===== config.mk =====
export PLATFORM = sky130hd
export DESIGN_NAME = load_store_unit_flat
export DESIGN_NICKNAME = d
export VERILOG_FILES = /design/src/rtl/load_store_unit_pkg.sv /design/src/rtl/load_store_unit_if.sv /design/src/rtl/load_store_unit_align.sv /design/src/rtl/load_store_unit.sv /design/src/flat_wrapper.sv
export SDC_FILE = /design/constraint.sdc
export NUM_CORES = 1
export LEC_CHECK = 0
export ABC_AREA = 1
export BUFFER_PORTS_ARGS = -buffer_cell sky130_fd_sc_hd__buf_2
export CORE_AREA = 2 2 125 127
export DETAILED_ROUTE_END_ITERATION = 6
export DIE_AREA = 0 0 127 129
export PLACE_DENSITY = 0.75
export SYNTH_ARGS = -nofsm -noshare
export SYNTH_HDL_FRONTEND = slang
export SYNTH_SLANG_ARGS = --single-unit

===== constraint.sdc =====
create_clock -name clk -period 1.6 [get_ports clk]
set_clock_uncertainty 0.05 [all_clocks]
set_input_delay 0.16 -clock clk [delete_from_list [all_inputs] [get_ports clk]]
set_output_delay 0.16 -clock clk [all_outputs]
set_load 0.03 [all_outputs]

===== src/rtl/load_store_unit_pkg.sv =====
// rv_pkg: shared RISC-V load/store constants and the LSU state encoding.
package rv_pkg;
  localparam int XLEN = 32;
  localparam int REG_ADDR_W = 5;
  localparam logic [2:0] F3_B  = 3'b000;
  localparam logic [2:0] F3_H  = 3'b001;
  localparam logic [2:0] F3_W  = 3'b010;
  localparam logic [2:0] F3_BU = 3'b100;
  localparam logic [2:0] F3_HU = 3'b101;
  typedef enum logic [1:0] {IDLE, REQ, WAIT, WB} lsu_state_e;
endpackage


===== src/rtl/load_store_unit_if.sv =====
// load_store_unit_if: execute request, data-memory bus and register-file write port.
interface load_store_unit_if;
  import rv_pkg::*;
  logic                  req_valid;
  logic                  req_ready;
  logic                  is_store;
  logic [2:0]            funct3;
  logic [XLEN-1:0]       addr;
  logic [XLEN-1:0]       store_data;
  logic [REG_ADDR_W-1:0] rd_addr;
  logic                  mem_req;
  logic                  mem_gnt;
  logic                  mem_we;
  logic [XLEN-1:0]       mem_addr;
  logic [3:0]            mem_be;
  logic [XLEN-1:0]       mem_wdata;
  logic                  mem_rvalid;
  logic [XLEN-1:0]       mem_rdata;
  logic                  rf_write;
  logic [REG_ADDR_W-1:0] rf_w_addr;
  logic [XLEN-1:0]       rf_w_data;
  logic                  done;
  logic                  err_misalign;
  logic                  err_timeout;
  modport master (
    input  req_valid, is_store, funct3, addr, store_data, rd_addr, mem_gnt, mem_rvalid, mem_rdata,
    output req_ready, mem_req, mem_we, mem_addr, mem_be, mem_wdata, rf_write, rf_w_addr, rf_w_data,
           done, err_misalign, err_timeout
  );
  modport slave (
    output req_valid, is_store, funct3, addr, store_data, rd_addr, mem_gnt, mem_rvalid, mem_rdata,
    input  req_ready, mem_req, mem_we, mem_addr, mem_be, mem_wdata, rf_write, rf_w_addr, rf_w_data,
           done, err_misalign, err_timeout
  );
endinterface


===== src/rtl/load_store_unit_align.sv =====
// lsu_align: byte enables/lane-replicated store data, load lane extraction, and legality checks.
module lsu_align import rv_pkg::*; (
  input  logic            is_store,
  input  logic [2:0]      st_f3,
  input  logic [1:0]      st_off,
  input  logic [XLEN-1:0] st_data,
  output logic [3:0]      be,
  output logic [XLEN-1:0] wdata,
  output logic            bad,
  input  logic [2:0]      ld_f3,
  input  logic [1:0]      ld_off,
  input  logic [XLEN-1:0] rdata,
  output logic [XLEN-1:0] ld_data
);
  logic illegal;
  logic misaligned;
  logic [7:0] b;
  logic [15:0] h;
  always_comb begin
    illegal = is_store ? (st_f3 > F3_W) : (st_f3 == 3'b011 || st_f3[2:1] == 2'b11);
    misaligned = (st_f3[1:0] == 2'b01 && st_off[0]) || (st_f3[1:0] == 2'b10 && st_off != 2'b00);
    bad = illegal || misaligned;
    be = st_f3[1:0] == 2'b00 ? 4'b0001 << st_off :
         st_f3[1:0] == 2'b01 ? (st_off[1] ? 4'b1100 : 4'b0011) : 4'b1111;
    wdata = st_f3[1:0] == 2'b00 ? {4{st_data[7:0]}} :
            st_f3[1:0] == 2'b01 ? {2{st_data[15:0]}} : st_data;
    b = rdata[{ld_off, 3'b000} +: 8];
    h = ld_off[1] ? rdata[31:16] : rdata[15:0];
    ld_data = ld_f3 == F3_B  ? {{24{b[7]}}, b} :
              ld_f3 == F3_H  ? {{16{h[15]}}, h} :
              ld_f3 == F3_BU ? {24'd0, b} :
              ld_f3 == F3_HU ? {16'd0, h} : rdata;
  end
endmodule


===== src/rtl/load_store_unit.sv =====
// load_store_unit: single-outstanding RISC-V load/store engine between execute and the data bus.
module load_store_unit import rv_pkg::*; #(
  parameter int unsigned TIMEOUT_CYCLES = 255
) (
  input logic clk,
  input logic rstn,
  load_store_unit_if.master bus
);
  localparam logic [15:0] TO_LAST = 16'(TIMEOUT_CYCLES - 1);
  lsu_state_e state_q, state_d;
  logic req_ready_q, req_ready_d, mem_req_q, mem_req_d, mem_we_q, mem_we_d;
  logic [XLEN-1:0] mem_addr_q, mem_addr_d, mem_wdata_q, mem_wdata_d, rf_w_data_q, rf_w_data_d;
  logic [3:0] mem_be_q, mem_be_d;
  logic rf_write_q, rf_write_d, done_q, done_d, err_mis_q, err_mis_d, err_to_q, err_to_d;
  logic [REG_ADDR_W-1:0] rf_w_addr_q, rf_w_addr_d, rd_q, rd_d;
  logic is_store_q, is_store_d;
  logic [2:0] f3_q, f3_d;
  logic [1:0] off_q, off_d;
  logic [15:0] cnt_q, cnt_d;
  logic [3:0] be;
  logic [XLEN-1:0] wdata, ld_data;
  logic bad, timeout;
  lsu_align u_align (
    .is_store(bus.is_store), .st_f3(bus.funct3), .st_off(bus.addr[1:0]), .st_data(bus.store_data),
    .be(be), .wdata(wdata), .bad(bad),
    .ld_f3(f3_q), .ld_off(off_q), .rdata(bus.mem_rdata), .ld_data(ld_data)
  );
  assign timeout = (TIMEOUT_CYCLES != 0) && (cnt_q == TO_LAST);
  always_comb begin
    state_d = state_q;
    req_ready_d = req_ready_q;
    mem_req_d = mem_req_q;
    mem_we_d = mem_we_q;
    mem_addr_d = mem_addr_q;
    mem_be_d = mem_be_q;
    mem_wdata_d = mem_wdata_q;
    rf_write_d = 1'b0;
    rf_w_addr_d = rf_w_addr_q;
    rf_w_data_d = rf_w_data_q;
    done_d = 1'b0;
    err_mis_d = 1'b0;
    err_to_d = 1'b0;
    is_store_d = is_store_q;
    f3_d = f3_q;
    off_d = off_q;
    rd_d = rd_q;
    cnt_d = cnt_q;
    case (state_q)
      IDLE: begin
        req_ready_d = 1'b1;
        if (req_ready_q && bus.req_valid) begin
          is_store_d = bus.is_store;
          f3_d = bus.funct3;
          off_d = bus.addr[1:0];
          rd_d = bus.rd_addr;
          cnt_d = '0;
          req_ready_d = 1'b0;
          if (bad) begin
            err_mis_d = 1'b1;
            done_d = 1'b1;
          end else begin
            state_d = REQ;
            mem_req_d = 1'b1;
            mem_we_d = bus.is_store;
            mem_addr_d = {bus.addr[31:2], 2'b00};
            mem_be_d = be;
            mem_wdata_d = wdata;
          end
        end
      end
      REQ, WAIT: begin
        cnt_d = cnt_q + 16'd1;
        // A response wins over a same-cycle timeout; a grant does not.
        if (state_q == WAIT && bus.mem_rvalid) begin
          state_d = WB;
          done_d = 1'b1;
          if (!is_store_q && rd_q != '0) begin
            rf_write_d = 1'b1;
            rf_w_addr_d = rd_q;
            rf_w_data_d = ld_data;
          end
        end else if (timeout) begin
          state_d = IDLE;
          mem_req_d = 1'b0;
          mem_we_d = 1'b0;
          err_to_d = 1'b1;
          done_d = 1'b1;
        end else if (state_q == REQ && bus.mem_gnt) begin
          state_d = WAIT;
          mem_req_d = 1'b0;
          mem_we_d = 1'b0;
        end
      end
      default: begin
        state_d = IDLE;
        req_ready_d = 1'b1;
      end
    endcase
  end
  always_ff @(posedge clk or negedge rstn) begin
    if (!rstn) begin
      state_q <= IDLE;
      req_ready_q <= 1'b1;
      mem_req_q <= 1'b0;
      mem_we_q <= 1'b0;
      mem_addr_q <= '0;
      mem_be_q <= '0;
      mem_wdata_q <= '0;
      rf_write_q <= 1'b0;
      rf_w_addr_q <= '0;
      rf_w_data_q <= '0;
      done_q <= 1'b0;
      err_mis_q <= 1'b0;
      err_to_q <= 1'b0;
      is_store_q <= 1'b0;
      f3_q <= '0;
      off_q <= '0;
      rd_q <= '0;
      cnt_q <= '0;
    end else begin
      state_q <= state_d;
      req_ready_q <= req_ready_d;
      mem_req_q <= mem_req_d;
      mem_we_q <= mem_we_d;
      mem_addr_q <= mem_addr_d;
      mem_be_q <= mem_be_d;
      mem_wdata_q <= mem_wdata_d;
      rf_write_q <= rf_write_d;
      rf_w_addr_q <= rf_w_addr_d;
      rf_w_data_q <= rf_w_data_d;
      done_q <= done_d;
      err_mis_q <= err_mis_d;
      err_to_q <= err_to_d;
      is_store_q <= is_store_d;
      f3_q <= f3_d;
      off_q <= off_d;
      rd_q <= rd_d;
      cnt_q <= cnt_d;
    end
  end
  assign bus.req_ready = req_ready_q;
  assign bus.mem_req = mem_req_q;
  assign bus.mem_we = mem_we_q;
  assign bus.mem_addr = mem_addr_q;
  assign bus.mem_be = mem_be_q;
  assign bus.mem_wdata = mem_wdata_q;
  assign bus.rf_write = rf_write_q;
  assign bus.rf_w_addr = rf_w_addr_q;
  assign bus.rf_w_data = rf_w_data_q;
  assign bus.done = done_q;
  assign bus.err_misalign = err_mis_q;
  assign bus.err_timeout = err_to_q;
endmodule


===== src/flat_wrapper.sv =====
// flat-port wrapper written by rule: the top's interface ports become plain ports
module load_store_unit_flat import rv_pkg::*;
#(
  parameter int unsigned TIMEOUT_CYCLES = 255
)
  (clk, rstn, bus_req_valid, bus_is_store, bus_funct3, bus_addr, bus_store_data, bus_rd_addr, bus_mem_gnt, bus_mem_rvalid, bus_mem_rdata, bus_req_ready, bus_mem_req, bus_mem_we, bus_mem_addr, bus_mem_be, bus_mem_wdata, bus_rf_write, bus_rf_w_addr, bus_rf_w_data, bus_done, bus_err_misalign, bus_err_timeout);
  load_store_unit_if bus_i ();
  input logic clk;
  input logic rstn;
  input wire logic [$bits(bus_i.req_valid)-1:0] bus_req_valid;
  input wire logic [$bits(bus_i.is_store)-1:0] bus_is_store;
  input wire logic [$bits(bus_i.funct3)-1:0] bus_funct3;
  input wire logic [$bits(bus_i.addr)-1:0] bus_addr;
  input wire logic [$bits(bus_i.store_data)-1:0] bus_store_data;
  input wire logic [$bits(bus_i.rd_addr)-1:0] bus_rd_addr;
  input wire logic [$bits(bus_i.mem_gnt)-1:0] bus_mem_gnt;
  input wire logic [$bits(bus_i.mem_rvalid)-1:0] bus_mem_rvalid;
  input wire logic [$bits(bus_i.mem_rdata)-1:0] bus_mem_rdata;
  output wire logic [$bits(bus_i.req_ready)-1:0] bus_req_ready;
  output wire logic [$bits(bus_i.mem_req)-1:0] bus_mem_req;
  output wire logic [$bits(bus_i.mem_we)-1:0] bus_mem_we;
  output wire logic [$bits(bus_i.mem_addr)-1:0] bus_mem_addr;
  output wire logic [$bits(bus_i.mem_be)-1:0] bus_mem_be;
  output wire logic [$bits(bus_i.mem_wdata)-1:0] bus_mem_wdata;
  output wire logic [$bits(bus_i.rf_write)-1:0] bus_rf_write;
  output wire logic [$bits(bus_i.rf_w_addr)-1:0] bus_rf_w_addr;
  output wire logic [$bits(bus_i.rf_w_data)-1:0] bus_rf_w_data;
  output wire logic [$bits(bus_i.done)-1:0] bus_done;
  output wire logic [$bits(bus_i.err_misalign)-1:0] bus_err_misalign;
  output wire logic [$bits(bus_i.err_timeout)-1:0] bus_err_timeout;
  assign bus_i.req_valid = bus_req_valid;
  assign bus_i.is_store = bus_is_store;
  assign bus_i.funct3 = bus_funct3;
  assign bus_i.addr = bus_addr;
  assign bus_i.store_data = bus_store_data;
  assign bus_i.rd_addr = bus_rd_addr;
  assign bus_i.mem_gnt = bus_mem_gnt;
  assign bus_i.mem_rvalid = bus_mem_rvalid;
  assign bus_i.mem_rdata = bus_mem_rdata;
  assign bus_req_ready = bus_i.req_ready;
  assign bus_mem_req = bus_i.mem_req;
  assign bus_mem_we = bus_i.mem_we;
  assign bus_mem_addr = bus_i.mem_addr;
  assign bus_mem_be = bus_i.mem_be;
  assign bus_mem_wdata = bus_i.mem_wdata;
  assign bus_rf_write = bus_i.rf_write;
  assign bus_rf_w_addr = bus_i.rf_w_addr;
  assign bus_rf_w_data = bus_i.rf_w_data;
  assign bus_done = bus_i.done;
  assign bus_err_misalign = bus_i.err_misalign;
  assign bus_err_timeout = bus_i.err_timeout;
  load_store_unit #(.TIMEOUT_CYCLES(TIMEOUT_CYCLES)) u_core (.clk(clk), .rstn(rstn), .bus(bus_i));
endmodule

==> results by stage <==
Outcome:
- The flow ran to the end, but the final reports show violations.
- The checks that failed: negative setup slack.

Global routing:
- Entering global routing, the biggest net connects between 40 and 50 pins.
- The busiest metal layer after global routing is met2.
- The global-route track usage on met2 is 45.2%.
- The number of antenna violations at the first check in global routing was 0.
- The first global-routing pass estimated 34.5 mm of wire.
- The global router's overall resource usage is a little over a quarter.
- For this run, global-route usage on met1 was measured as between 30 and 40%.
- For this run, global-route usage on met3 was measured as 6.11%.
- The number of global-route vias before repair came to roughly 7k.
- The total congestion overflow after global routing is 0.

Logic synthesis:
- The dominant combinational cell family by area after synthesis is simple AND/OR/NAND/NOR gates.
- After Yosys synthesis, full adders, half adders and majority gates account for about 1.1% of the synthesized area.
- The most used flip-flop cell after synthesis is dfrtp_1.
- The flop and latch count out of synthesis is roughly 140.
- After synthesis, the share of flip-flops with an asynchronous set or reset is 100%.
- The commonest cells after synthesis are nand2_1, dfrtp_1, nor2_1.
- In the post-synthesis netlist, the cell with the most instances is nand2_1.
- The area fraction in and, or, nand and nor cells after synthesis is approximately 29%.
- In the post-synthesis netlist, the biggest area contributors are dfrtp_1, nand2_1, nor2_1.
- The post-synthesis compound-gate area fraction is approximately 11%.
- The area of the mapped netlist is 6690 sq um.
- Synthesis produced around 850 cells.
- The count of cell types in the netlist is 35.
- The xor and xnor fraction of the mapped netlist area is less than 1%.
- Sequential elements use between 50% and 60% of the synthesized area.
- The share of cell area taken by muxes after synthesis is less than 1%.
- The share of Yosys cell area claimed by the top area cell type is ~52%.
- The count of yosys warnings during synthesis is 0.
- The count of flip-flops with a built-in enable after synthesis is 0.
- The mean area per synthesized cell is approximately 7.9 sq um.
- The post-synthesis cell type with the largest combined area is dfrtp_1.

Detailed routing:
- In this run the remaining antenna-violating nets after routing total 0.
- The number of vias per cell is 5.25.
- The via total after detailed routing is a little over 7k.
- The pre-antenna-repair detailed-routing pass consisted of 5 iterations.
- In this run, the number of DRC markers left after iteration 0 of detailed routing was 510.
- The wire length per cell after detailed routing is about 16 um.
- In the routed design, unresolved DRC markers number 0.
- The routed design has 22.5 mm of wire.

STA:
- The worst pin sits at a relative slew slack of ~60%.
- The worst hold-check slack is 0.0151 ns.
- The total count of hold-check failures in the final report came to 0.
- Based on the critical path, the design can be clocked at up to ~0.57 GHz.
- Setup violations remaining at the end of the flow were counted as 100.
- The share of the cycle needed by the critical path after routing is 109%.
- The final critical-path setup slack is -0.143 ns.
- For the finished layout, the period the worst path requires is ~1.7 ns.
- In the final timing run, aggregate negative setup slack is -8.46 ns.
- Setup repair after global routing could not meet its margin everywhere.
- The final count of pins violating max slew came to 0.
- The actual transition at the worst max-transition pin is 0.600 ns.

Floorplan:
- The count of pins on the block boundary is ~220.
- The die is 129 um tall.
- The die area is roughly 16000 sq um.
- In this run the standard cell core region covers between 10000 and 15000 sq um.
- Measured along the x axis, the die boundary spans about 130 um.
- The placement row count is between 40 and 50.
- Once the floorplan was initialized, standard cells occupied ~45% of the core.

Pwr:
- Cell internal power was estimated by the tool at roughly 11 mW.
- The share of total power dissipated in the clock network is approximately 20%.
- The switching power of the nets is ~9.2 mW.
- The standby leakage power is between 5 and 6 nW.
- The completed layout was analyzed and its total power is between 20 and 25 mW.
- The sequential cell fraction of total power is 29.2%.
- The fraction of power consumed by combinational cells is 50.8%.
- Of the total power, the share spent switching nets is between 40% and 50%.
- The worst supply voltage drop on vdd is between 0.001 and 0.0015 V.
- For this design the ratio of total power to cell area is a little under 2000 nW/um^2.

Layout:
- The area taken by multi-input logic gates is 3380 sq um.
- The post-route netlist has 39.0% of its cells at a drive strength greater than 1.
- The final instance count without filler cells is approximately 1.4k.
- Summing all flip-flop and latch instances after layout gives about 3500 sq um.
- The utilization of the core after routing is between 70% and 80%.
- The number of inserted diodes is 0.
- The area growth from synthesis to layout is 57.5%.
- The number of nets in the layout is approximately 1.3k.
- The fill cell total of the finished layout is between 1k and 1.5k.
- After routing the design area is between 10000 and 15000 sq um.

Placement:
- The count of buffers from port buffering is about 220.
- At the end of routability-driven placement, the weighted congestion stood at between 0.8 and 0.9.
- The detailed placer's ending HPWL is between 10 and 15 mm.
- The standard cell area after detailed placement is 8310 sq um.
- Once placement completed, the tool counted placed cells totaling ~1.3k.
- The worst slack at placement is -0.208 ns.

Setup path:
- STA classifies the critical path startpoint as a flip-flop.
- The number of cells on the worst reg-to-reg path is 10.
- The startpoint identified for the worst register-to-register timing path is u_core.state_q[1].
- Data on the critical path arrives at its endpoint at around 2.0 ns.
- The required arrival time at the worst endpoint is between 1.5 and 2 ns.
- The endpoint of the worst register-to-register path is u_core.bus.rf_w_data[2].
- The largest fanout on the critical path is 8.
- Setup slack on the worst reg-to-reg path comes out at -0.14 ns.
- The type of destination of the critical path is a flip-flop.
- The kind of critical path is flip-flop to flip-flop.

CTS:
- The source-to-sink clock delay at the later pin of the worst-skew pair is approximately 0.42 ns.
- The number of buffers inserted during clock tree synthesis is 17.
- The H-tree depth is 4.
- No sink is reached through more buffers than the 2 on the longest clock path.
- The clock-pin slew on the worst setup and hold paths is approximately 0.06 ns.
- The clock tree from TritonCTS is yes.
- The number of sinks on the clock net is around 140.
- The cell sitting at the root of the clock tree is a clkbuf_16.

Worst hold path:
- Counting instances, the worst hold path has a depth of 3.
- The min-delay analysis places its worst path in the category primary input to flip-flop.
- The worst hold path endpoint is u_core.bus.rf_w_data[31].
- The hold path startpoint is bus_mem_rdata[31].

Flow run:
- Across the run, the number of max-cap violations was 0.
[what timing repair did]
action	CTS	global route
gates cloned	6	2
setup buffers	22	8
hold buffers	53	0
pin swaps	6	29
gates resized for setup	66	128
endpoints found under the hold margin	190	0
setup endpoints to repair	121	122
[sequential cells by signal, indices dropped and copies added, names as in the netlist, 2 cells and up]
signal and count:
u_core.bus.mem_wdata 32, u_core.off_q 2, u_core.state_q 2, u_core.bus.rf_w_data 32
u_core.cnt_q 16, u_core.bus.mem_addr 30, u_core.f3_q 3, u_core.bus.mem_be 4
u_core.rd_q 5, u_core.bus.rf_w_addr 5
[routing by layer]
metal	wire length [um]	share of wire [%]
met2	11300	50
met5	0	0
met4	703	3.1
met3	1790	7.9
met1	8690	39
[cells by family (layout without fill, tap and decap cells)]
logic type	count (synthesis)	count (layout)
xor gates and xnor gates	2	2
adders and majority gates	6	6
other	1	2
AOI/OAI and AO/OA	133	133
DFF	139	139
muxes	1	1
buffers and inverters	94	436
and+or+nand+nor	469	470
[power by group through the flow]
stage	clock [mW]	combinational, mW	sequential, mW
floorplan	0	3.27	8.49
global placement	0	8.67	5.90
detailed placement	0	8.84	5.93
CTS	4.15	9.49	5.90
global route	4.33	11.2	6.17
finish	4.10	10.4	6.00
[worst max-delay path by stage]
stage,startpoint,to,cells past startpoint
floorplan,u_core.state_q[0],u_core.bus.rf_w_data[8],8
global placement,u_core.state_q[0],u_core.bus.rf_w_data[30],8
detailed placement,u_core.bus.req_ready,u_core.bus.mem_wdata[10],8
CTS,u_core.state_q[1],u_core.bus.rf_w_data[14],10
global route,u_core.state_q[1],u_core.bus.mem_wdata[20],8
finish,u_core.state_q[1],u_core.bus.rf_w_data[2],10
[critical path, cell delays in order (launching register included)]
cell and delay (ns):
dfrtp_1 0.41, inv_2 0.08, ha_4 0.29, nand3_4 0.07, nor2_4 0.13, nand2_4 0.08
buf_6 0.14, clkinv_8 0.07, buf_12 0.14, nand2_4 0.06, o21ai_2 0.15
[final cells by class]
| type | instances | share of cell area [%] |
|---|---|---|
| Sequential cell | 139 | 33.0 |
| Multi-Input combinational cell | 614 | 32.0 |
| Timing Repair Buffer | 346 | 24.6 |
| Clock buffer | 26 | 4.83 |
| Inverter | 58 | 2.28 |
| Tap cell | 188 | 2.23 |
| Clock inverter | 6 | 1.02 |
[layout by cell type (no fill, tap or decap), drive strengths merged, types with 2 or more instances in the layout]
| cell | count |
|---|---|
| conb | 2 |
| xor2 | 2 |
| nor3 | 9 |
| nand3 | 44 |
| nor2 | 88 |
| dlygate4sd3 | 53 |
| nand2 | 309 |
| buf | 291 |
| bufinv | 3 |
| o21ai | 45 |
| o21a | 9 |
| ha | 6 |
| a31oi | 5 |
| clkinv | 3 |
| o31ai | 8 |
| dfrtp | 138 |
| nand4 | 16 |
| clkbuf | 28 |
| inv | 57 |
| a21oi | 64 |
Power figures use the tool's default switching activity.
